===== config.mk =====
export PLATFORM = sky130hd
export DESIGN_NAME = hier_cache_ctrl
export DESIGN_NICKNAME = d
export VERILOG_FILES = /design/src/rtl/hier_cache_pkg.sv /design/src/rtl/hier_cache_ctrl_lat_timer.sv /design/src/rtl/hier_cache_ctrl.sv
export SDC_FILE = /design/constraint.sdc
export NUM_CORES = 1
export LEC_CHECK = 0
export CAP_MARGIN = 25
export CORE_AREA = 2 2 84 166
export DETAILED_ROUTE_END_ITERATION = 16
export DIE_AREA = 0 0 86 168
export PLACE_DENSITY = 0.87
export SLEW_MARGIN = 30
export SYNTH_ARGS = -nofsm -noshare
export SYNTH_HDL_FRONTEND = slang
export SYNTH_SLANG_ARGS = --single-unit

===== constraint.sdc =====
create_clock -name clk -period 2.8 [get_ports clk]
set_input_delay 0.7 -clock clk [delete_from_list [all_inputs] [get_ports clk]]
set_output_delay 0.7 -clock clk [all_outputs]
set_load 0.005 [all_outputs]

===== src/rtl/hier_cache_pkg.sv =====
// Shared types and helpers for the hierarchical cache controller.
package hier_cache_pkg;

  typedef enum logic [2:0] {
    IDLE     = 3'd0,
    L1_WAIT  = 3'd1,
    L2_WAIT  = 3'd2,
    MEM_WAIT = 3'd3,
    FILL     = 3'd4,
    WR_WAIT  = 3'd5,
    RESP     = 3'd6
  } ctrl_state_e;

  typedef enum logic [1:0] {
    RL_L1  = 2'd0,
    RL_L2  = 2'd1,
    RL_MEM = 2'd2,
    RL_WR  = 2'd3
  } resp_level_e;

  function automatic int max3(input int a, input int b, input int c);
    int m;
    m = (a > b) ? a : b;
    return (m > c) ? m : c;
  endfunction

endpackage


===== src/rtl/hier_cache_ctrl_lat_timer.sv =====
// Shared down-counting latency timer; done is high while the count sits at zero.
module lat_timer #(
  parameter int W = 4
) (
  input  logic         clk,
  input  logic         rst,
  input  logic         load,
  input  logic [W-1:0] load_val,
  output logic         done
);

  logic [W-1:0] count;

  always_ff @(posedge clk) begin
    if (rst) begin
      count <= '0;
    end else if (load) begin
      count <= load_val;
    end else if (count != '0) begin
      count <= count - 1'b1;
    end
  end

  assign done = (count == '0);

endmodule


===== src/rtl/hier_cache_ctrl.sv =====
// Single-outstanding L1 -> L2 -> memory read sequencer with write-through writes.
// Optional response counters are built when HIER_CACHE_STATS_EN is defined.
//
// state    | meaning
// IDLE     | ready for a request
// L1_WAIT  | waiting L1_LAT for L1 hit/data
// L2_WAIT  | waiting L2_LAT for L2 hit/data
// MEM_WAIT | waiting MEM_LAT for memory data
// FILL     | one-cycle fill of upper levels with fetched data
// WR_WAIT  | write-through broadcast, waiting for the slowest level
// RESP     | response held until resp_ready
module hier_cache_ctrl
  import hier_cache_pkg::*;
#(
  parameter int WORD_SIZE  = 32,
  parameter int ADDR_WIDTH = 32,
  parameter int L1_LAT     = 3,
  parameter int L2_LAT     = 3,
  parameter int MEM_LAT    = 8
) (
  input  logic                  clk,
  input  logic                  rst,
  input  logic                  req_valid,
  output logic                  req_ready,
  input  logic                  req_wr,
  input  logic [ADDR_WIDTH-1:0] req_addr,
  input  logic [WORD_SIZE-1:0]  req_data,
  output logic                  resp_valid,
  input  logic                  resp_ready,
  output logic [WORD_SIZE-1:0]  resp_data,
  output logic [1:0]            resp_level,
  output logic [ADDR_WIDTH-1:0] lk_addr,
  output logic [WORD_SIZE-1:0]  lk_wdata,
  output logic                  lk_wr,
  output logic                  l1_en,
  output logic                  l2_en,
  output logic                  mem_en,
  input  logic                  l1_hit,
  input  logic [WORD_SIZE-1:0]  l1_rdata,
  input  logic                  l2_hit,
  input  logic [WORD_SIZE-1:0]  l2_rdata,
`ifdef HIER_CACHE_STATS_EN
  output logic [31:0]           stat_l1_hit,
  output logic [31:0]           stat_l2_hit,
  output logic [31:0]           stat_mem_rd,
  output logic [31:0]           stat_wr,
`endif
  input  logic [WORD_SIZE-1:0]  mem_rdata
);

  localparam int MAX_LAT = max3(L1_LAT, L2_LAT, MEM_LAT);
  localparam int CNT_W   = $clog2(MAX_LAT + 1);

  ctrl_state_e      state;
  logic             fill_mem;
  logic             tmr_load;
  logic [CNT_W-1:0] tmr_val;
  logic             tmr_done;

  // Timer loads on the same edge that raises the matching enable strobe.
  always_comb begin
    tmr_load = 1'b0;
    tmr_val  = '0;
    case (state)
      IDLE: begin
        if (req_valid && req_ready) begin
          tmr_load = 1'b1;
          tmr_val  = req_wr ? CNT_W'(MAX_LAT) : CNT_W'(L1_LAT);
        end
      end
      L1_WAIT: begin
        if (tmr_done && !l1_hit) begin
          tmr_load = 1'b1;
          tmr_val  = CNT_W'(L2_LAT);
        end
      end
      L2_WAIT: begin
        if (tmr_done && !l2_hit) begin
          tmr_load = 1'b1;
          tmr_val  = CNT_W'(MEM_LAT);
        end
      end
      default: ;
    endcase
  end

  lat_timer #(.W(CNT_W)) u_lat_timer (
    .clk      (clk),
    .rst      (rst),
    .load     (tmr_load),
    .load_val (tmr_val),
    .done     (tmr_done)
  );

  always_ff @(posedge clk) begin
    if (rst) begin
      state      <= IDLE;
      req_ready  <= 1'b1;
      resp_valid <= 1'b0;
      resp_data  <= '0;
      resp_level <= '0;
      lk_addr    <= '0;
      lk_wdata   <= '0;
      lk_wr      <= 1'b0;
      l1_en      <= 1'b0;
      l2_en      <= 1'b0;
      mem_en     <= 1'b0;
      fill_mem   <= 1'b0;
    end else begin
      l1_en  <= 1'b0;
      l2_en  <= 1'b0;
      mem_en <= 1'b0;
      case (state)
        IDLE: begin
          if (req_valid && req_ready) begin
            req_ready <= 1'b0;
            lk_addr   <= req_addr;
            lk_wdata  <= req_data;
            lk_wr     <= req_wr;
            l1_en     <= 1'b1;
            if (req_wr) begin
              l2_en  <= 1'b1;
              mem_en <= 1'b1;
              state  <= WR_WAIT;
            end else begin
              state <= L1_WAIT;
            end
          end
        end
        L1_WAIT: begin
          if (tmr_done) begin
            if (l1_hit) begin
              resp_data  <= l1_rdata;
              resp_level <= RL_L1;
              resp_valid <= 1'b1;
              state      <= RESP;
            end else begin
              l2_en <= 1'b1;
              state <= L2_WAIT;
            end
          end
        end
        L2_WAIT: begin
          if (tmr_done) begin
            if (l2_hit) begin
              lk_wdata <= l2_rdata;
              lk_wr    <= 1'b1;
              l1_en    <= 1'b1;
              fill_mem <= 1'b0;
              state    <= FILL;
            end else begin
              mem_en <= 1'b1;
              state  <= MEM_WAIT;
            end
          end
        end
        MEM_WAIT: begin
          if (tmr_done) begin
            lk_wdata <= mem_rdata;
            lk_wr    <= 1'b1;
            l1_en    <= 1'b1;
            l2_en    <= 1'b1;
            fill_mem <= 1'b1;
            state    <= FILL;
          end
        end
        FILL: begin
          lk_wr      <= 1'b0;
          resp_data  <= lk_wdata;
          resp_level <= fill_mem ? RL_MEM : RL_L2;
          resp_valid <= 1'b1;
          state      <= RESP;
        end
        WR_WAIT: begin
          if (tmr_done) begin
            resp_data  <= lk_wdata;
            resp_level <= RL_WR;
            resp_valid <= 1'b1;
            state      <= RESP;
          end
        end
        RESP: begin
          if (resp_ready) begin
            resp_valid <= 1'b0;
            req_ready  <= 1'b1;
            lk_wr      <= 1'b0;
            state      <= IDLE;
          end
        end
        default: state <= IDLE;
      endcase
    end
  end

`ifdef HIER_CACHE_STATS_EN
  // Saturating per-type counters, bumped on the response handshake.
  always_ff @(posedge clk) begin
    if (rst) begin
      stat_l1_hit <= '0;
      stat_l2_hit <= '0;
      stat_mem_rd <= '0;
      stat_wr     <= '0;
    end else if (resp_valid && resp_ready) begin
      case (resp_level)
        RL_L1:   if (stat_l1_hit != '1) stat_l1_hit <= stat_l1_hit + 1'b1;
        RL_L2:   if (stat_l2_hit != '1) stat_l2_hit <= stat_l2_hit + 1'b1;
        RL_MEM:  if (stat_mem_rd != '1) stat_mem_rd <= stat_mem_rd + 1'b1;
        default: if (stat_wr != '1)     stat_wr     <= stat_wr + 1'b1;
      endcase
    end
  end
`endif

endmodule


==> impl_metrics.py, run 1 <==
metrics = {
    "synth": {
        "async_reset_ff_share_pct": 0,
        "syn_area_sq_um": 5130,
        "ys_seq_area_share_pct": 43.7,
        "syn-num-nets": 771,
        "yosys_warnings": 0,
        "synth_edf_count": 0,
        "syn_avg_cell_area_sq_um": 8.51,
        "yosys_register_bits": 112,
        "synth_cell_types": 44,
        "syn_inst": 603,
        "synth_flop_cell": "dfxtp_1",
    },
    "power": {
        "p_leak_nw": 3.05,
        "p_total_mw": 8.01,
        "power.density_nw_per_um2": 975,
        "ir_drop_mv": 0.454,
    },
    "floorplanning": {
        "die_w_um": 86,
        "ioPinCount": 271,
        "start_util_pct": 38.6,
        "die-area_sq_um": 14400,
        "row_count": 60,
        "core-area_sq_um": 13300,
        "die_h_um": 168,
    },
    "critical_path": {
        "cp_max_fo": 67,
        "endpoint_kind": "flop",
        "max_stage_delay_ns": 0.50,
        "rrSetupSlack_ns": 0.63,
        "worst_r2r_startpoint": "u_lat_timer.count[0]",
        "arrival_ns": 2.42,
        "reg2reg_to": "resp_data[27]",
        "reg2reg_depth": 7,
        "cp_slowest_cell": "or3b_4",
        "path_cells": "inv_1, ha_1, or3b_4, a211oi_4, buf_12, nor2_1, a211oi_1",
        "path_class": "reg -> reg",
        "start_kind": "flop",
        "crit_required_ns": 3.05,
    },
    "global_route": {
        "track_usage_pct": 22.9,
        "antenna_found_initial": 0,
        "grt_max_degree": 68,
        "grt_overflow": 0,
        "grt_pass1_wl_mm": 26.4,
        "grt_pass1_vias": 5269,
    },
    "outcome": {
        "outcome": "finished, final reports clean",
    },
    "cts": {
        "clockBufferDepth": 2,
        "cts_resized": 0,
        "ctsHoldBuffers": 0,
        "cts_tree": "done",
        "cts_root_buf": "clkbuf_16",
        "clock_sinks": 112,
        "clk_pin_slew_ns": 0.07,
        "cts_made_buffers": 9,
        "postCtsSetupRepairBufs": 0,
        "htreeDepth": 3,
        "clk_latency_ns": 0.34,
    },
    "sta": {
        "report.final.slew_viol_count": 0,
        "fin_skew_ns": 0.00952,
        "fin_crit_ns": 2.17,
        "hold_viol_final": 0,
        "fin_setup_tns_ns": 0,
        "finalSetupViolCount": 0,
        "rsz0062_at_grt": "false",
        "max_freq_mhz": 461,
        "whs_ns": 0.455,
        "finalCritPeriodShare_pct": 77.5,
        "slew_headroom_pct": 46.5,
        "tightest_slew_ns": 0.801,
    },
    "placed_design": {
        "post_dp_cell_area_sq_um": 7940,
        "dpl.hpwl_mm": 12.6,
        "port_buffers": 270,
        "gp_congestion": 0.854,
    },
    "worst_hold_path": {
        "min_to": "lk_addr[16]",
        "hp-class": "reg -> reg",
        "min_from": "lk_addr[16]",
        "holdPathStages": 2,
    },
    "cells_and_area": {
        "fin_area_sq_um": 8210,
        "nFillCells": 1133,
        "areaGrowthSynthToFinish_pct": 60.1,
        "n_antenna_cell": 0,
        "layout-drive-gt1-share_pct": 5.28,
        "finalNetCount": 1015,
    },
    "detailed_routing": {
        "drc_errors": 0,
        "wl_mm": 16.8,
        "wire_per_inst_um": 16.7,
        "vias": 5325,
        "drt_iter0_drc": 228,
        "viasPerCell": 5.29,
        "first_pass_iters": 5,
        "antenna_left": 0,
    },
    "run": {
        "cap_violations": 0,
    },
}
metrics by stage:
step	worst slack (ns)	util, %	instances
after floorplan	0.883	-	603
after global placement	0.413	59.7	991
final	0.631	61.8	1007
after detailed placement	0.384	59.7	991
after global routing	0.484	61.8	1007
after CTS	0.643	61.8	1007
placed cells by master (no fill, tap or decap), drive strengths merged, types with 2 or more instances in the layout:
cell and count:
a211oi 35, a21oi 74, a31oi 3, buf 16, clkbuf 12, clkdlybuf4s50 269
clkinvlp 2, dfxtp 112, inv 7, mux2 2, mux2i 66, nand2 132
nand2b 3, nand3 4, nor2 42, nor2b 2, nor3 2, nor4 4
o211ai 34, o21ai 8, or3b 3
cell type report:
type	instances	area, sq um	share of cell area (%)
inverter	6	22.5	0.274
sequential	112	2240	27.3
clock inverter	4	28.8	0.350
multi-input combinational	433	2630	32.0
timing repair buffer	285	2850	34.7
clock buffer	12	246	3.00
tap	155	194	2.36
Yosys cell counts (2+ instances only):
cell type | count | area (sq um)
dfxtp_1 | 112 | 2240
a211oi_1 | 34 | 255
nor3_1 | 2 | 10.0
clkbuf_1 | 25 | 93.8
inv_1 | 6 | 22.5
nor2b_1 | 2 | 12.5
a21oi_1 | 73 | 365
mux2i_1 | 66 | 661
nand2b_1 | 3 | 18.8
o21ai_0 | 8 | 40.0
nor2_1 | 41 | 154
mux2_2 | 2 | 22.5
nand2_1 | 132 | 495
o211ai_1 | 33 | 248
nand3_1 | 4 | 20.0
buf_6 | 4 | 45.0
nor4_1 | 4 | 25.0
or3b_2 | 2 | 17.5
buf_2 | 23 | 115
a31oi_1 | 3 | 18.8
critical path, delay by kind of cell (launching register included):
| family | cells | cell delay, ns |
|---|---|---|
| AO/OA/AOI/OAI | 2 | 0.54 |
| adder cells (fa/ha/maj) | 1 | 0.22 |
| flip-flops | 1 | 0.33 |
| buffers and inverters | 2 | 0.38 |
| AND/OR/NAND/NOR | 2 | 0.59 |
report_power, final:
| part | internal [mW] | switching (mW) |
|---|---|---|
| clock | 0.631 | 0.566 |
| combinational | 2.15 | 2.06 |
| sequential | 2.15 | 0.454 |
per-layer routing:
layer	track usage [%]	share of wire (%)	up-vias
li1	-	-	2610
met1	25.8	39	2416
met2	38.8	49	281
met3	7.94	10	18
met4	8.97	2.5	0
met5	0	0	-
state kept, by name, summed over array words and instances (netlist names):
| name | count |
|---|---|
| lk_addr | 32 |
| lk_wdata | 32 |
| resp_data | 32 |
| u_lat_timer.count | 4 |
| state | 3 |
| resp_level | 2 |
| fill_mem | 1 |
| l1_en | 1 |
| l2_en | 1 |
| lk_wr | 1 |
| mem_en | 1 |
| req_ready | 1 |
| resp_valid | 1 |
how the worst max path moves through the flow:
stage                         startpoint  cells after the start       endpoint  slack [ns]
global route        u_lat_timer.count[0]                      7  resp_level[0]        0.48
CTS                 u_lat_timer.count[0]                      7  resp_level[0]        0.64
detailed placement             req_valid                      6         mem_en        0.38
floorplan           u_lat_timer.count[0]                      8   lk_wdata[31]        0.88
global placement                  l1_hit                      6  resp_level[0]        0.41
finish              u_lat_timer.count[0]                      7  resp_data[27]        0.63
logic make-up (layout without fill, tap and decap cells):
| kind of cell | Yosys count | in the layout | share of synthesized area [%] |
|---|---|---|---|
| xor+xnor | 2 | 2 | 0.342 |
| compound gates | 164 | 164 | 21.0 |
| buf+inv | 58 | 307 | 5.39 |
| fa+ha+maj | 1 | 1 | 0.244 |
| flops | 112 | 112 | 43.7 |
| mux | 68 | 68 | 13.3 |
| simple gates | 198 | 198 | 16.0 |
No activity file was read; power rests on OpenSTA's default activity.
==> run 2, diff against run 1 <==
==> constraint.sdc (replaced) <==
create_clock -name clk -period 2.2 [get_ports clk]
set_input_delay 0.55 -clock clk [delete_from_list [all_inputs] [get_ports clk]]
set_output_delay 0.55 -clock clk [all_outputs]
set_load 0.005 [all_outputs]
==> run 2 against run 1 <==
Against the previous run:
- first-iteration DRC count up 24%
- die area unchanged
- clock skew down 0.0025 ns
- highest routed layer unchanged
- cell count up 1.4%
- largest power group unchanged
- combinational power up 37%
- register-to-register slack worse by 0.49 ns
- largest cell class unchanged
- sequential cell count unchanged
==> impl_metrics.py, run 2 (same netlist as run 1, synthesis figures left out) <==
metrics = {
    "outcome": {
        "outcome": "finished, final reports clean",
    },
    "cts": {
        "clockBufferDepth": 2,
        "clk_pin_slew_ns": 0.07,
        "clock_sinks": 112,
        "cts_made_buffers": 9,
        "cts_root_buf": "clkbuf_16",
        "cts_tree": "done",
        "htreeDepth": 3,
        "clk_latency_ns": 0.34,
        "ctsHoldBuffers": 0,
    },
    "detailed_routing": {
        "met1_length_mm": 6.54,
        "wl_mm": 17.3,
        "antenna_left": 0,
        "first_pass_iters": 4,
        "drc_errors": 0,
        "top_layer": "met4",
        "vias": 5437,
        "wire_per_inst_um": 16.9,
        "drt_iter0_drc": 282,
        "viasPerCell": 5.33,
        "wl_met3_mm": 1.81,
        "wl_met2_mm": 8.39,
    },
    "floorplanning": {
        "ioPinCount": 271,
        "die_h_um": 168,
        "row_count": 60,
        "die_w_um": 86,
        "die-area_sq_um": 14400,
        "start_util_pct": 38.6,
        "core-area_sq_um": 13300,
    },
    "placed_design": {
        "dpl.hpwl_mm": 13.1,
        "port_buffers": 270,
        "gp_congestion": 0.844,
        "post-place-ws_ns": -0.0451,
    },
    "power": {
        "power.density_nw_per_um2": 1280,
        "p_leak_nw": 3.16,
        "ir_drop_mv": 0.779,
        "p_total_mw": 10.7,
    },
    "sta": {
        "setup_ws_ns": 0.136,
        "slew_headroom_pct": 54.4,
        "hold_viol_final": 0,
        "finalCritPeriodShare_pct": 93.8,
        "fin_crit_ns": 2.06,
        "finalSetupViolCount": 0,
        "report.final.slew_viol_count": 0,
        "tightest_slew_ns": 0.684,
        "max_freq_mhz": 484,
        "fin_setup_tns_ns": 0,
        "fin_skew_ns": 0.00701,
    },
    "cells_and_area": {
        "n_antenna_cell": 0,
        "areaGrowthSynthToFinish_pct": 64.0,
        "most-common-layout-cells": "clkdlybuf4s50_1, nand2_1, dfxtp_1",
        "top_regs": "lk_addr (32), lk_wdata (32), resp_data (32)",
        "finalNetCount": 1030,
        "layout_commonest_cell": "clkdlybuf4s50_1",
        "layout-drive-gt1-share_pct": 7.16,
    },
    "run": {
        "cap_violations": 0,
    },
    "worst_hold_path": {
        "hp-class": "reg -> reg",
        "min_from": "lk_addr[16]",
        "min_to": "lk_addr[16]",
        "holdPathStages": 2,
    },
    "global_route": {
        "grt_max_degree": 63,
        "antenna_found_initial": 0,
        "grt_pass1_wl_mm": 26.4,
        "track_usage_pct": 23.0,
        "grt_overflow": 0,
        "grt_pass1_vias": 5327,
    },
    "critical_path": {
        "path_class": "reg -> reg",
        "arrival_ns": 2.31,
        "max_stage_delay_ns": 0.47,
        "cp_slowest_cell": "or3b_4",
        "crit_required_ns": 2.44,
        "reg2reg_to": "l1_en",
        "cp_max_fo": 13,
        "reg2reg_depth": 6,
        "cp-startpoint": "u_lat_timer.count[0]",
        "start_kind": "flop",
        "cp_top_family": "compound AO/OA/AOI/OAI gates",
        "worst_r2r_startpoint": "u_lat_timer.count[0]",
        "cp_num_buf_inv": 2,
        "endpoint_kind": "flop",
        "rrSetupSlack_ns": 0.14,
        "path_cells": "inv_1, ha_2, or3b_4, o32a_1, buf_4, a2111oi_4",
    },
}
-- run 2: layer usage --
layer | global-route usage [%] | vias up
met5 | 0 | -
met4 | 9.73 | 0
met3 | 8.19 | 30
met2 | 38.4 | 275
met1 | 26.1 | 2491
li1 | - | 2641
-- run 2: worst reg2reg max path, stage by stage (launching register included) --
cell       delay (ns)
dfxtp_1          0.33
inv_1            0.08
ha_2             0.20
or3b_4           0.47
o32a_1           0.39
buf_4            0.20
a2111oi_4        0.28
-- run 2: final cells by class --
class | instances | area, sq um
inverter | 6 | 22.5
tap | 155 | 194
clock inverter | 4 | 52.6
timing repair buffer | 300 | 3010
multi-input combinational | 433 | 2640
fill | 1125 | 4870
sequential | 112 | 2240
clock buffer | 11 | 253
-- run 2: how the worst max path moves through the flow --
stage | to | slack, ns | depth (start not counted)
final | l1_en | 0.14 | 6
after floorplan | lk_wdata[31] | 0.28 | 8
after global routing | l1_en | -0.001 | 6
after CTS | resp_data[9] | 0.07 | 7
after detailed placement | lk_wdata[12] | -0.05 | 6
after global placement | lk_wdata[21] | 0.006 | 6
-- run 2: where the power goes --
group          switching (mW)  internal (mW)  total (mW)
logic                    2.76           3.02        5.78
registers               0.540           2.74        3.28
clock network           0.737          0.944        1.68
-- run 2: metrics by stage --
stage	std cells	instance area [sq um]	hold WS (ns)	util (%)
4_1_cts	1016	8340	0.457	62.8
2_1_floorplan	603	5130	0.453	-
3_5_place_dp	1001	8040	0.447	60.5
6_report	1021	8410	0.456	63.3
5_1_grt	1021	8410	0.472	63.3
3_3_place_gp	1001	8040	0.441	60.5
-- run 2: what timing repair did --
item	4_1_cts	5_1_grt
setup buffers	0	4
resized for setup	0	2
endpoints found under the hold margin	0	0
setup endpoints to repair	0	33
==> run 3, diff against run 2 <==
--- a/config.mk
+++ b/config.mk
@@ -14,3 +14,4 @@
 export SYNTH_ARGS = -nofsm -noshare
 export SYNTH_HDL_FRONTEND = slang
 export SYNTH_SLANG_ARGS = --single-unit
+export TNS_END_PERCENT = 50
==> results of run 3 <==
Final layout, timing and power as in run 2 (identical DEF).
